--- config.mk ---
export PLATFORM = sky130hd
export DESIGN_NAME = frame_capture_ctrl
export DESIGN_NICKNAME = d
export VERILOG_FILES = /design/src/rtl/capture_pkg.sv /design/src/rtl/frame_pos_counter.sv /design/src/rtl/frame_capture_ctrl.sv
export SDC_FILE = /design/constraint.sdc
export NUM_CORES = 1
export LEC_CHECK = 0
export BUFFER_PORTS_ARGS = -buffer_cell sky130_fd_sc_hd__buf_4
export CAP_MARGIN = 10
export CORE_ASPECT_RATIO = 2
export CORE_MARGIN = 2
export CORE_UTILIZATION = 55
export CTS_CLUSTER_DIAMETER = 40
export DETAILED_ROUTE_END_ITERATION = 6
export GPL_TIMING_DRIVEN = 0
export PLACE_DENSITY = 0.79
export SYNTH_ARGS = -nofsm -noshare
export SYNTH_HDL_FRONTEND = slang
export SYNTH_SLANG_ARGS = --single-unit
--- constraint.sdc ---
create_clock -name clk -period 3 [get_ports clk]
set_input_delay 0.15 -clock clk [delete_from_list [all_inputs] [get_ports clk]]
set_output_delay 0.15 -clock clk [all_outputs]
set_load 0.03 [all_outputs]
--- src/rtl/capture_pkg.sv ---
// Shared types and defaults for the camera frame capture path.
// Holds the controller state type, default geometry and an address-width helper.
package capture_pkg;

   typedef enum logic [1:0] {
      IDLE,
      ARM,
      CAPTURE,
      FROZEN
   } state_t;

   localparam int unsigned DEF_IMG_W  = 640;
   localparam int unsigned DEF_IMG_H  = 480;
   localparam int unsigned DEF_WIN_W  = 150;
   localparam int unsigned DEF_WIN_H  = 150;
   localparam int unsigned DEF_DATA_W = 16;

   // Smallest width w with 2**w >= depth.
   function automatic int unsigned addr_width(input int unsigned depth);
      int unsigned w;
      w = 0;
      for (int unsigned i = 0; i < 32; i++) begin
         if ((64'd1 << i) < 64'(depth)) w = i + 1;
      end
      return w;
   endfunction

   localparam int unsigned DEF_ADDR_W = addr_width(DEF_WIN_W * DEF_WIN_H);

endpackage

--- src/rtl/frame_pos_counter.sv ---
// Tracks the (h, v) raster position of accepted pixels within a camera frame.
// Reports whether the current pixel lies in the stored window and whether it is the last of the frame.
module frame_pos_counter
   import capture_pkg::*;
#(
   parameter int unsigned IMG_W = DEF_IMG_W,
   parameter int unsigned IMG_H = DEF_IMG_H,
   parameter int unsigned WIN_W = DEF_WIN_W,
   parameter int unsigned WIN_H = DEF_WIN_H
) (
   input  logic clk,
   input  logic rst,
   input  logic clr,
   input  logic step,
   output logic in_window,
   output logic last_pixel
);

   // One extra bit so a window as wide as the image still fits the compare constant.
   localparam int unsigned HW = $clog2(IMG_W + 1);
   localparam int unsigned VW = $clog2(IMG_H + 1);

   localparam logic [HW-1:0] H_LAST = HW'(IMG_W - 1);
   localparam logic [VW-1:0] V_LAST = VW'(IMG_H - 1);
   localparam logic [HW-1:0] H_WIN  = HW'(WIN_W);
   localparam logic [VW-1:0] V_WIN  = VW'(WIN_H);

   logic [HW-1:0] h;
   logic [VW-1:0] v;

   always_ff @(posedge clk or posedge rst) begin
      if (rst) begin
         h <= '0;
         v <= '0;
      end else if (clr) begin
         h <= '0;
         v <= '0;
      end else if (step) begin
         if (h == H_LAST) begin
            h <= '0;
            v <= (v == V_LAST) ? '0 : v + VW'(1);
         end else begin
            h <= h + HW'(1);
         end
      end
   end

   always_comb begin
      in_window  = (h < H_WIN) && (v < V_WIN);
      last_pixel = (h == H_LAST) && (v == V_LAST);
   end

endmodule

--- src/rtl/frame_capture_ctrl.sv ---
// Sequences camera pixels into the frame buffer write port, storing the top-left window.
// Freeze requests take effect only at frame boundaries so the buffer always holds a whole frame.
module frame_capture_ctrl
   import capture_pkg::*;
#(
   parameter int unsigned IMG_W  = DEF_IMG_W,
   parameter int unsigned IMG_H  = DEF_IMG_H,
   parameter int unsigned WIN_W  = DEF_WIN_W,
   parameter int unsigned WIN_H  = DEF_WIN_H,
   parameter int unsigned ADDR_W = DEF_ADDR_W,
   parameter int unsigned DATA_W = DEF_DATA_W
) (
   input  logic              clk,
   input  logic              rst,
   input  logic              pix_valid,
   input  logic [DATA_W-1:0] pix_data,
   input  logic              frame_start,
   input  logic              run,
   input  logic              err_clr,
   output logic              wr_en,
   output logic [ADDR_W-1:0] wr_addr,
   output logic [DATA_W-1:0] wr_data,
   output logic              frame_done,
   output logic              frozen,
   output logic              busy,
   output logic              err_short,
   output logic              err_stray,
   output logic [7:0]        frame_cnt
);

   localparam logic [ADDR_W-1:0] ADDR_MAX = ADDR_W'(WIN_W * WIN_H - 1);

   state_t            state;
   state_t            next_state;
   logic [ADDR_W-1:0] addr;
   logic              pos_clr;
   logic              accept;
   logic              short_evt;
   logic              stray_evt;
   logic              in_window;
   logic              last_pixel;
   logic              write;
   logic              eof;

   frame_pos_counter #(
      .IMG_W (IMG_W),
      .IMG_H (IMG_H),
      .WIN_W (WIN_W),
      .WIN_H (WIN_H)
   ) u_pos (
      .clk        (clk),
      .rst        (rst),
      .clr        (pos_clr),
      .step       (accept),
      .in_window  (in_window),
      .last_pixel (last_pixel)
   );

   always_ff @(posedge clk or posedge rst) begin
      if (rst) state <= IDLE;
      else     state <= next_state;
   end

   // frame_start always takes priority over a coincident pixel strobe.
   always_comb begin
      next_state = state;
      pos_clr    = 1'b0;
      accept     = 1'b0;
      short_evt  = 1'b0;
      stray_evt  = 1'b0;
      unique case (state)
         IDLE: begin
            if (run) next_state = ARM;
         end
         ARM: begin
            if (frame_start) begin
               pos_clr    = 1'b1;
               next_state = CAPTURE;
            end else if (pix_valid) begin
               stray_evt = 1'b1;
            end
         end
         CAPTURE: begin
            if (frame_start) begin
               short_evt = 1'b1;
               pos_clr   = 1'b1;
            end else if (pix_valid) begin
               accept = 1'b1;
               if (last_pixel) next_state = run ? ARM : FROZEN;
            end
         end
         FROZEN: begin
            if (run) next_state = ARM;
         end
         default: next_state = IDLE;
      endcase
   end

   assign write  = accept & in_window;
   assign eof    = accept & last_pixel;
   assign busy   = (state == CAPTURE);
   assign frozen = (state == FROZEN);

   always_ff @(posedge clk or posedge rst) begin
      if (rst) begin
         wr_en      <= 1'b0;
         wr_addr    <= '0;
         wr_data    <= '0;
         frame_done <= 1'b0;
         addr       <= '0;
         frame_cnt  <= '0;
         err_short  <= 1'b0;
         err_stray  <= 1'b0;
      end else begin
         wr_en      <= write;
         frame_done <= eof;
         if (write) begin
            wr_addr <= addr;
            wr_data <= pix_data;
         end
         // Saturate rather than wrap so a stray extra pixel can never overwrite address 0.
         if (pos_clr)
            addr <= '0;
         else if (write && (addr != ADDR_MAX))
            addr <= addr + ADDR_W'(1);
         if (eof) frame_cnt <= frame_cnt + 8'd1;
         err_short <= short_evt | (err_short & ~err_clr);
         err_stray <= stray_evt | (err_stray & ~err_clr);
      end
   end

endmodule

==> impl_metrics.toml, run 1 <==
[sta]
fin_skew_ns = 0.003765
timing.final.ws_setup_ns = 0.4660
worst_hold_slack_ns = 0.01002
fin_crit_ns = 2.534
fin_crit_sh_pct = 84.47
finalMaxSlewViolations = 0
rsz0062_at_grt = "no"
setup_viol = 0
tightest_slew_ns = 0.5215
fmax_mhz = 394.6
hold_violations = 0
max_slew_margin_pct = 64.94
finalSetupTns_ns = 0

[grt]
grt_max_degree = 60
grt_pass1_wl_um = 13350
grt_usage_pct = 22.21
grt.overflow.total = 0
antenna_found_initial = 0
grt_pass1_vias = 2853

[setup_path]
worst_setup_path_end_kind = "flop"
cp-start-kind = "flop"
worstPathMaxFanout = 9
arrival_ns = 2.76
worstSetupPathType = "flop to flop"
crit_required_ns = 3.22

[die]
rows = 43
die_area_um2 = 7661
die-width_um = 62.90
io_pins = 67
initial_core_util_pct = 55.85
die_h_um = 121.8
core_area_um2 = 6833

[cts]
clk_pin_slew_ns = 0.06
clk_latency_ns = 0.34
clockBufferDepth = 2
cts_root_buffer = "clkbuf_16"
cts-buffers-inserted = 9
htreeDepth = 3
ctsResizeCount = 0
cts_tree = "done"
cts.sinks = 79

[pwr]
powerDensity_nw_per_um2 = 736.7
power_mw = 3.527
leakagePower_nw = 2.197
vdd_drop_max_mv = 0.6024

[finish]
layout.cells.non_filler = 506
final_common_cell = "dfrtp_1"
utilization_pct = 70.06
diodes = 0
final_area_um2 = 4787
fin_nets = 441
most-common-layout-cells = "dfrtp_1 (79), buf_4 (70), mux2_2 (33), nand2_1 (31), nor2_1 (21)"
areaGrowthSynthToFinish_pct = 25.44
drive_above_1_share_pct = 34.13

[run_status]
status = "finished, final reports clean"

[synth]
yosys_most_used_dff = "dfrtp_1"
synth-seq-area-share_pct = 51.80
syn_avg_cell_area_um2 = 11.49
mappedNetlistArea_um2 = 3816
synth-edff-count = 0
ys.warnings.count = 0
syn_nets = 362
async_flop_share_pct = 100.0
ys_types = 51
synth_seq_cells = 79
syn_inst = 332

[route]
drc = 0
via_per_inst = 5.591
num_vias = 2829
dr.pass1.iters = 4
wl_um = 7801
wl_per_cell_um = 15.42
ant_nets = 0
initialDrtViolationCount = 103

[place]
numPlacedInstances = 489
placed_cell_area_um2 = 4454
pre_cts_slack_ns = 0.5419
port_buffers = 66
gp_congestion = 0.8156
hpwl_um = 5431

[job]
drv_cap = 0

[min_path]
hp-class = "input pin to flop"
path summary, 6_finish.rpt:
check | from | endpoint | slack [ns] | cells after the start
min in group asynchronous | rst | u_pos.v[4]$_DFFE_PP0P_ | 0.33 | 3
max in group asynchronous | rst | wr_data[7]$_DFFE_PP0P_ | 2.11 | 4
worst max register to register | state[0]$_DFFE_PP0P_ | frame_cnt[1]$_DFFE_PP0P_ | 0.47 | 7
worst min register to register | frame_cnt[7]$_DFFE_PP0P_ | frame_cnt[7]$_DFFE_PP0P_ | 0.48 | 1
worst min-delay path | err_clr | err_stray$_DFF_PP0_ | 0.01 | 2
worst max-delay path | state[0]$_DFFE_PP0P_ | frame_cnt[1]$_DFFE_PP0P_ | 0.47 | 7
final cells by class:
class                   instances  area (µm²)
flip-flops and latches         79        1977
plain buffers                  14       77.57
clock buffers                   9       225.2
well taps                      90       112.6
multi-input cells             231        1732
fillers                       539        2046
clock inverters                 7       97.59
inverters                       8       32.53
repair buffers                 68       533.0
timing repair:
action / in CTS / in global routing
setup buffers: 0 / 0
hold buffers: 1 / 0
endpoints found under the hold margin: 20 / 0
critical path, cell delays in order, from the launching register on:
cell and delay [ns]:
dfrtp_1 0.43, inv_1 0.11, ha_1 0.32, nand3b_1 0.29, nor4_4 0.56, and2_1 0.20
buf_4 0.16, mux2_2 0.34
power by group:
group          switching [mW]  internal (mW)
Combinational           0.623          0.412
Sequential              0.101           1.22
Clock                   0.439          0.729
Total                    1.16           2.36
synth_stat cells (all sizes together) (2+ instances only):
library cell  count  area (µm²)
xor2              3       26.28
o21ai            13       65.06
a22o              2       17.52
nor2             22       85.09
nand4            10       62.56
o31ai             2       15.01
inv               8       30.03
nor4             10       130.1
nand3b            2       15.01
a2111oi           2       42.54
nand2b            3       18.77
dfrtp            79        1977
or3               4       25.02
nand2            31       116.4
and3              4       25.02
and4              5       43.79
xnor2            20       175.2
and2              3       18.77
buf               7       51.30
mux2             33       371.6
clkbuf            7       26.28
nand3            11       55.05
a31oi             3       18.77
a21oi             9       45.04
nor2b             5       31.28
nor3              8       45.04
a211oi            2       15.01
ha                8       100.1
kinds of logic (layout without fill, tap and decap cells):
group           count (synthesis)  count (layout)  synth area share [%]
simple gates                  125             125                 19.41
flops                          79              79                 51.80
compound gates                 41              41                 8.066
mux                            34              34                 10.00
xor+xnor                       23              23                 5.279
buf+inv                        22             106                 2.820
fa+ha+maj                       8               8                 2.623
layer usage:
metal	global-route usage [%]	wire, µm	vias to the layer above
met2	37.17	4160	48
li1	-	-	1349
met5	0	0	-
met1	27.60	3231	1417
met3	4.524	245	15
met4	10.00	163	0
state kept, by name, summed over array words and instances (netlist names), 2 cells and up:
name and cells:
wr_data 16, addr 15, wr_addr 15, u_pos.h 10, u_pos.v 9, frame_cnt 8, state 2
(Power assumes the default switching activity.)
==> run 2, diff against run 1 <==
--- a/config.mk
+++ b/config.mk
@@ -9,11 +9,11 @@
 export CAP_MARGIN = 10
 export CORE_ASPECT_RATIO = 2
 export CORE_MARGIN = 2
-export CORE_UTILIZATION = 55
+export CORE_UTILIZATION = 50
 export CTS_CLUSTER_DIAMETER = 40
 export DETAILED_ROUTE_END_ITERATION = 6
 export GPL_TIMING_DRIVEN = 0
-export PLACE_DENSITY = 0.79
+export PLACE_DENSITY = 0.75
 export SYNTH_ARGS = -nofsm -noshare
 export SYNTH_HDL_FRONTEND = slang
 export SYNTH_SLANG_ARGS = --single-unit
==> constraint.sdc (replaced) <==
create_clock -name clk -period 2.05 [get_ports clk]
set_input_delay 0.1025 -clock clk [delete_from_list [all_inputs] [get_ports clk]]
set_output_delay 0.1025 -clock clk [all_outputs]
set_load 0.03 [all_outputs]
==> impl_metrics.toml, run 2 (same netlist as run 1, synthesis figures left out) <==
[run_status]
status = "finished, final reports clean"

[cts]
cts-buffers-inserted = 9
clockBufferDepth = 2
clk_pin_slew_ns = 0.06
cts_root_buffer = "clkbuf_16"
clk_latency_ns = 0.34
cts_tree = "done"
htreeDepth = 3
cts.sinks = 79

[place]
pre_cts_slack_ns = -0.2378
port_buffers = 66
gp_congestion = 0.8376
hpwl_um = 5775

[job]
drv_cap = 0

[sta]
hold_violations = 0
worst_hold_slack_ns = 0.009980
timing.final.ws_setup_ns = 0.03721
fin_crit_ns = 2.013
rsz0062_at_grt = "yes"
fin_crit_sh_pct = 98.19
tightest_slew_ns = 0.8790
fin_skew_ns = 0.005893
max_slew_margin_pct = 41.28
finalMaxSlewViolations = 0
fmax_mhz = 496.8
setup_viol = 0

[die]
core_area_um2 = 7488
io_pins = 67
die_h_um = 127.6
rows = 45
die_area_um2 = 8390
die-width_um = 65.78
initial_core_util_pct = 50.96

[min_path]
whs_path_depth = 2
hp-class = "input pin to flop"

[route]
via_per_inst = 5.594
wl_um = 8674
initialDrtViolationCount = 133
drc = 0
dr.pass1.iters = 4
wl_per_cell_um = 16.21
ant_nets = 0
num_vias = 2993

[setup_path]
worstSetupPathType = "flop to flop"
worstPathMaxFanout = 10
worst_setup_path_end_kind = "flop"
arrival_ns = 2.22
cp-start-kind = "flop"
r2r.worst_path.cells = 6
crit_required_ns = 2.26

[grt]
grt_pass1_vias = 2896
grt_usage_pct = 21.90
antenna_found_initial = 0
grt.overflow.total = 0
grt_pass1_wl_um = 13950
grt_max_degree = 43

[finish]
largestRegisters = "wr_data: 16 flops, addr: 15 flops, wr_addr: 15 flops"
diodes = 0
drive_above_1_share_pct = 38.10
regArea_um2 = 1978
utilization_pct = 68.35
areaGrowthSynthToFinish_pct = 34.13
multiInputGateArea_um2 = 1864
final_common_cell = "buf_4"
largest_register = "wr_data"
most-common-layout-cells = "buf_4 (81), dfrtp_1 (78), mux2_2 (33), nand2_1 (30), xnor2_1 (20)"
n_fill_cell = 549
fin_nets = 466
largest_reg_flops = 16

[pwr]
powerDensity_nw_per_um2 = 997.5
combPwrFrac_pct = 33.0
vdd_drop_max_mv = 0.6594
pwr-share-seq_pct = 37.7
leakagePower_nw = 2.335
p_int_mw = 3.397
netSwitchingPower_mw = 1.709
switching_share_pct = 33.47
clkPwrFrac_pct = 29.2
run 2: layout make-up:
class | instances | share of cell area, %
clock inverters | 4 | 0.5622
well taps | 94 | 2.298
inverters | 8 | 0.6600
multi-input cells | 231 | 36.42
plain buffers | 12 | 1.442
clock buffers | 12 | 5.011
repair buffers | 95 | 14.96
flip-flops and latches | 79 | 38.65
run 2: what timing repair did:
action,CTS,global route
gates resized for setup,10,16
setup buffers,8,4
endpoints found under the setup margin,60,56
pin swaps,2,6
hold buffers,16,0
hold endpoints to repair,57,0
run 2: worst paths after layout:
check                                          from                  endpoint  slack (ns)
min                                     pix_data[1]    wr_data[1]$_DFFE_PP0P_        0.01
min reg2reg                frame_cnt[7]$_DFFE_PP0P_  frame_cnt[7]$_DFFE_PP0P_        0.49
max reg2reg                  u_pos.h[6]$_DFFE_PP0P_      addr[10]$_DFFE_PP0P_        0.04
max                          u_pos.h[6]$_DFFE_PP0P_      addr[10]$_DFFE_PP0P_        0.04
min in group asynchronous                       rst    wr_data[9]$_DFFE_PP0P_        0.49
max in group asynchronous                       rst    u_pos.h[6]$_DFFE_PP0P_        0.88
run 2: per-layer routing:
metal	up-vias	part of all wire (%)	track usage [%]
met5	-	0	0
li1	1404	-	-
met2	104	55	36.01
met1	1455	37	25.63
met4	0	3.8	12.62
met3	30	4.4	5.018
run 2: metrics by stage:
step | area, µm² | power [mW] | std cells | setup TNS (ns)
floorplan | 3832 | 2.961 | 332 | 0
global placement | 4446 | 3.439 | 492 | -4.845
detailed placement | 4466 | 3.513 | 493 | -8.362
CTS | 4994 | 5.082 | 531 | 0
global route | 5119 | 5.358 | 535 | -0.1034
finish | 5119 | 5.106 | 535 | 0
run 2: critical path, stage by stage, from the launching register on:
cell and delay (ns):
dfrtp_2 0.48, a2111oi_4 0.41, o311ai_4 0.22, buf_6 0.21
nor4_4 0.32, xnor2_1 0.18, nor2_1 0.06
run 2: power by group through the flow:
stage               Combinational, mW  Sequential (mW)  Clock (mW)
global placement                 1.50             1.94           0
detailed placement               1.55             1.96           0
global route                     1.80             1.96        1.60
CTS                              1.63             1.92        1.52
finish                           1.69             1.93        1.49
floorplan                       0.650             2.31           0
==> run 3, diff against run 2 <==
--- a/config.mk
+++ b/config.mk
@@ -14,6 +14,7 @@
 export DETAILED_ROUTE_END_ITERATION = 6
 export GPL_TIMING_DRIVEN = 0
 export PLACE_DENSITY = 0.75
+export REMOVE_ABC_BUFFERS = 1
 export SYNTH_ARGS = -nofsm -noshare
 export SYNTH_HDL_FRONTEND = slang
 export SYNTH_SLANG_ARGS = --single-unit
==> impl_metrics.toml, run 3 (same netlist as run 1, synthesis figures left out) <==
[run_status]
status = "complete, but fails checks"
failed_checks = "setup timing"

[finish]
utilization_pct = 71.06
drive_above_1_share_pct = 43.02
largestRegisters = "wr_data: 16 flops, addr: 15 flops, wr_addr: 15 flops"
final_common_cell = "buf_4"
areaGrowthSynthToFinish_pct = 39.44
largest_register = "wr_data"
layout.cells.non_filler = 538
diodes = 0
fin_nets = 469
most-common-layout-cells = "buf_4 (88), dfrtp_1 (74), mux2_2 (33), nand2_1 (30), xnor2_1 (20)"
largest_reg_flops = 16

[place]
hpwl_um = 5259
gp_congestion = 0.8169
numPlacedInstances = 481
port_buffers = 66

[setup_path]
regToRegSetupSlack_ns = -0.02
critical_path.top_delay_family = "compound AO/OA/AOI/OAI gates"
r2r-end = "addr[5]$_DFFE_PP0P_"
crit_chain = "a2111oi_4 > buf_4 > o311ai_4 > buf_6 > nor3_1 > xnor2_1 > nor2_1"
cp-start-kind = "flop"
cp_slowest_stage_delay_ns = 0.45
crit_required_ns = 2.27
worstSetupPathType = "flop to flop"
worstPathMaxFanout = 6
worst_setup_path_end_kind = "flop"
r2r-start = "u_pos.h[7]$_DFFE_PP0P_"
crit_slowest_cell = "dfrtp_2"
r2r.worst_path.cells = 7
arrival_ns = 2.29
cp_num_buf_inv = 2

[sta]
tightest_slew_ns = 0.5857
rsz0062_at_grt = "yes"
timing.final.ws_setup_ns = -0.02464
fin_skew_ns = 0.007748
finalSetupTns_ns = -0.03953
setup_viol = 2
finalMaxSlewViolations = 0
fmax_mhz = 482.0
max_slew_margin_pct = 60.86
fin_crit_ns = 2.075
hold_violations = 0
fin_crit_sh_pct = 101.2

[min_path]
hp-class = "input pin to flop"
whs_path_depth = 2
hold_start = "pix_data[1]"
hold_path_end = "wr_data[1]$_DFFE_PP0P_"

[route]
wl_per_cell_um = 17.37
wl_um = 9346
ant_nets = 0
num_vias = 3084
dr.pass1.iters = 4
drc = 0
initialDrtViolationCount = 145
via_per_inst = 5.732

[cts]
clk_pin_slew_ns = 0.06
clockBufferDepth = 2
cts_tree = "done"
htreeDepth = 3
cts-buffers-inserted = 9
cts_root_buffer = "clkbuf_16"
clk_latency_ns = 0.34
cts.sinks = 79

[die]
die_area_um2 = 8390
die_h_um = 127.6
io_pins = 67
rows = 45
initial_core_util_pct = 50.96
die-width_um = 65.78
core_area_um2 = 7488

[grt]
grt_max_degree = 77
grt_usage_pct = 22.41
antenna_found_initial = 0
grt.overflow.total = 0
grt_pass1_wl_um = 14430
grt_pass1_vias = 2963

[pwr]
vdd_drop_max_mv = 0.9134
power_mw = 5.500
powerDensity_nw_per_um2 = 1034
leakagePower_nw = 2.403

[job]
drv_cap = 0
==> run 3: cell types whose count changed in the layout (fill, tap and decap cells not counted), sizes merged, moves of 2 or more <==
cell	before	now
buf	86	94
bufinv	0	3
clkbuf	17	10
clkinvlp	3	0
dlygate4sd3	16	14
inv	8	10
==> run 3: power by group <==
part / internal (mW) / switching [mW]
Combinational: 0.761 / 0.971
Clock: 1.20 / 0.641
Sequential: 1.79 / 0.138
Total: 3.75 / 1.75
==> run 3: what timing repair did <==
action | in CTS | in global routing
buffers inserted | 13 | 12
cloned | 2 | 0
hold buffers | 14 | 0
resized for setup | 16 | 26
hold endpoints to repair | 93 | 0
endpoints found under the setup margin | 71 | 60
pin swaps | 6 | 8
==> run 3: area by class of cell <==
| class | instances | area (µm²) |
|---|---|---|
| fill | 485 | 2167 |
| sequential | 79 | 1983 |
| multi-input combinational | 233 | 1937 |
| timing repair buffer | 108 | 905.9 |
| clock buffer | 10 | 229.0 |
| tap | 94 | 117.6 |
| clock inverter | 6 | 116.4 |
| inverter | 8 | 32.53 |
==> run 3: through the flow <==
| step | hold slack [ns] | instance area, µm² | setup slack [ns] |
|---|---|---|---|
| after global placement | 0.3035 | 4352 | -1.159 |
| after global routing | 0.007236 | 5321 | -0.1093 |
| after floorplan | 0.1989 | 3739 | -0.8776 |
| after CTS | 0.0001641 | 5096 | 0.003434 |
| final | 0.004971 | 5321 | -0.02464 |
| after detailed placement | -0.01373 | 4412 | -0.7757 |
==> run 3: how the worst max path moves through the flow <==
stage                                       from                      end  slack [ns]  cells past startpoint
after floorplan             state[0]$_DFFE_PP0P_   wr_data[0]$_DFFE_PP0P_       -0.88                      6
after global placement      state[0]$_DFFE_PP0P_   wr_data[8]$_DFFE_PP0P_       -1.16                      6
after detailed placement    state[0]$_DFFE_PP0P_  wr_data[14]$_DFFE_PP0P_       -0.78                      6
after CTS                 u_pos.h[1]$_DFFE_PP0P_   u_pos.v[3]$_DFFE_PP0P_       0.003                      6
after global routing      u_pos.v[1]$_DFFE_PP0P_     state[0]$_DFFE_PP0P_       -0.11                      6
final                     u_pos.h[7]$_DFFE_PP0P_      addr[5]$_DFFE_PP0P_       -0.02                      7
==> run 3: routing by layer <==
metal,vias to the layer above,track usage (%),share of wire (%)
li1,1409,-,-
met1,1537,26.23,38
met2,108,37.97,55
met3,30,4.225,4.0
met4,0,11.89,3.3
met5,-,0,0
==> run 3: worst reg2reg max path, stage by stage (launching register included) <==
cell and delay [ns]:
dfrtp_2 0.45, a2111oi_4 0.36, buf_4 0.21, o311ai_4 0.19, buf_6 0.21, nor3_1 0.30
xnor2_1 0.18, nor2_1 0.07
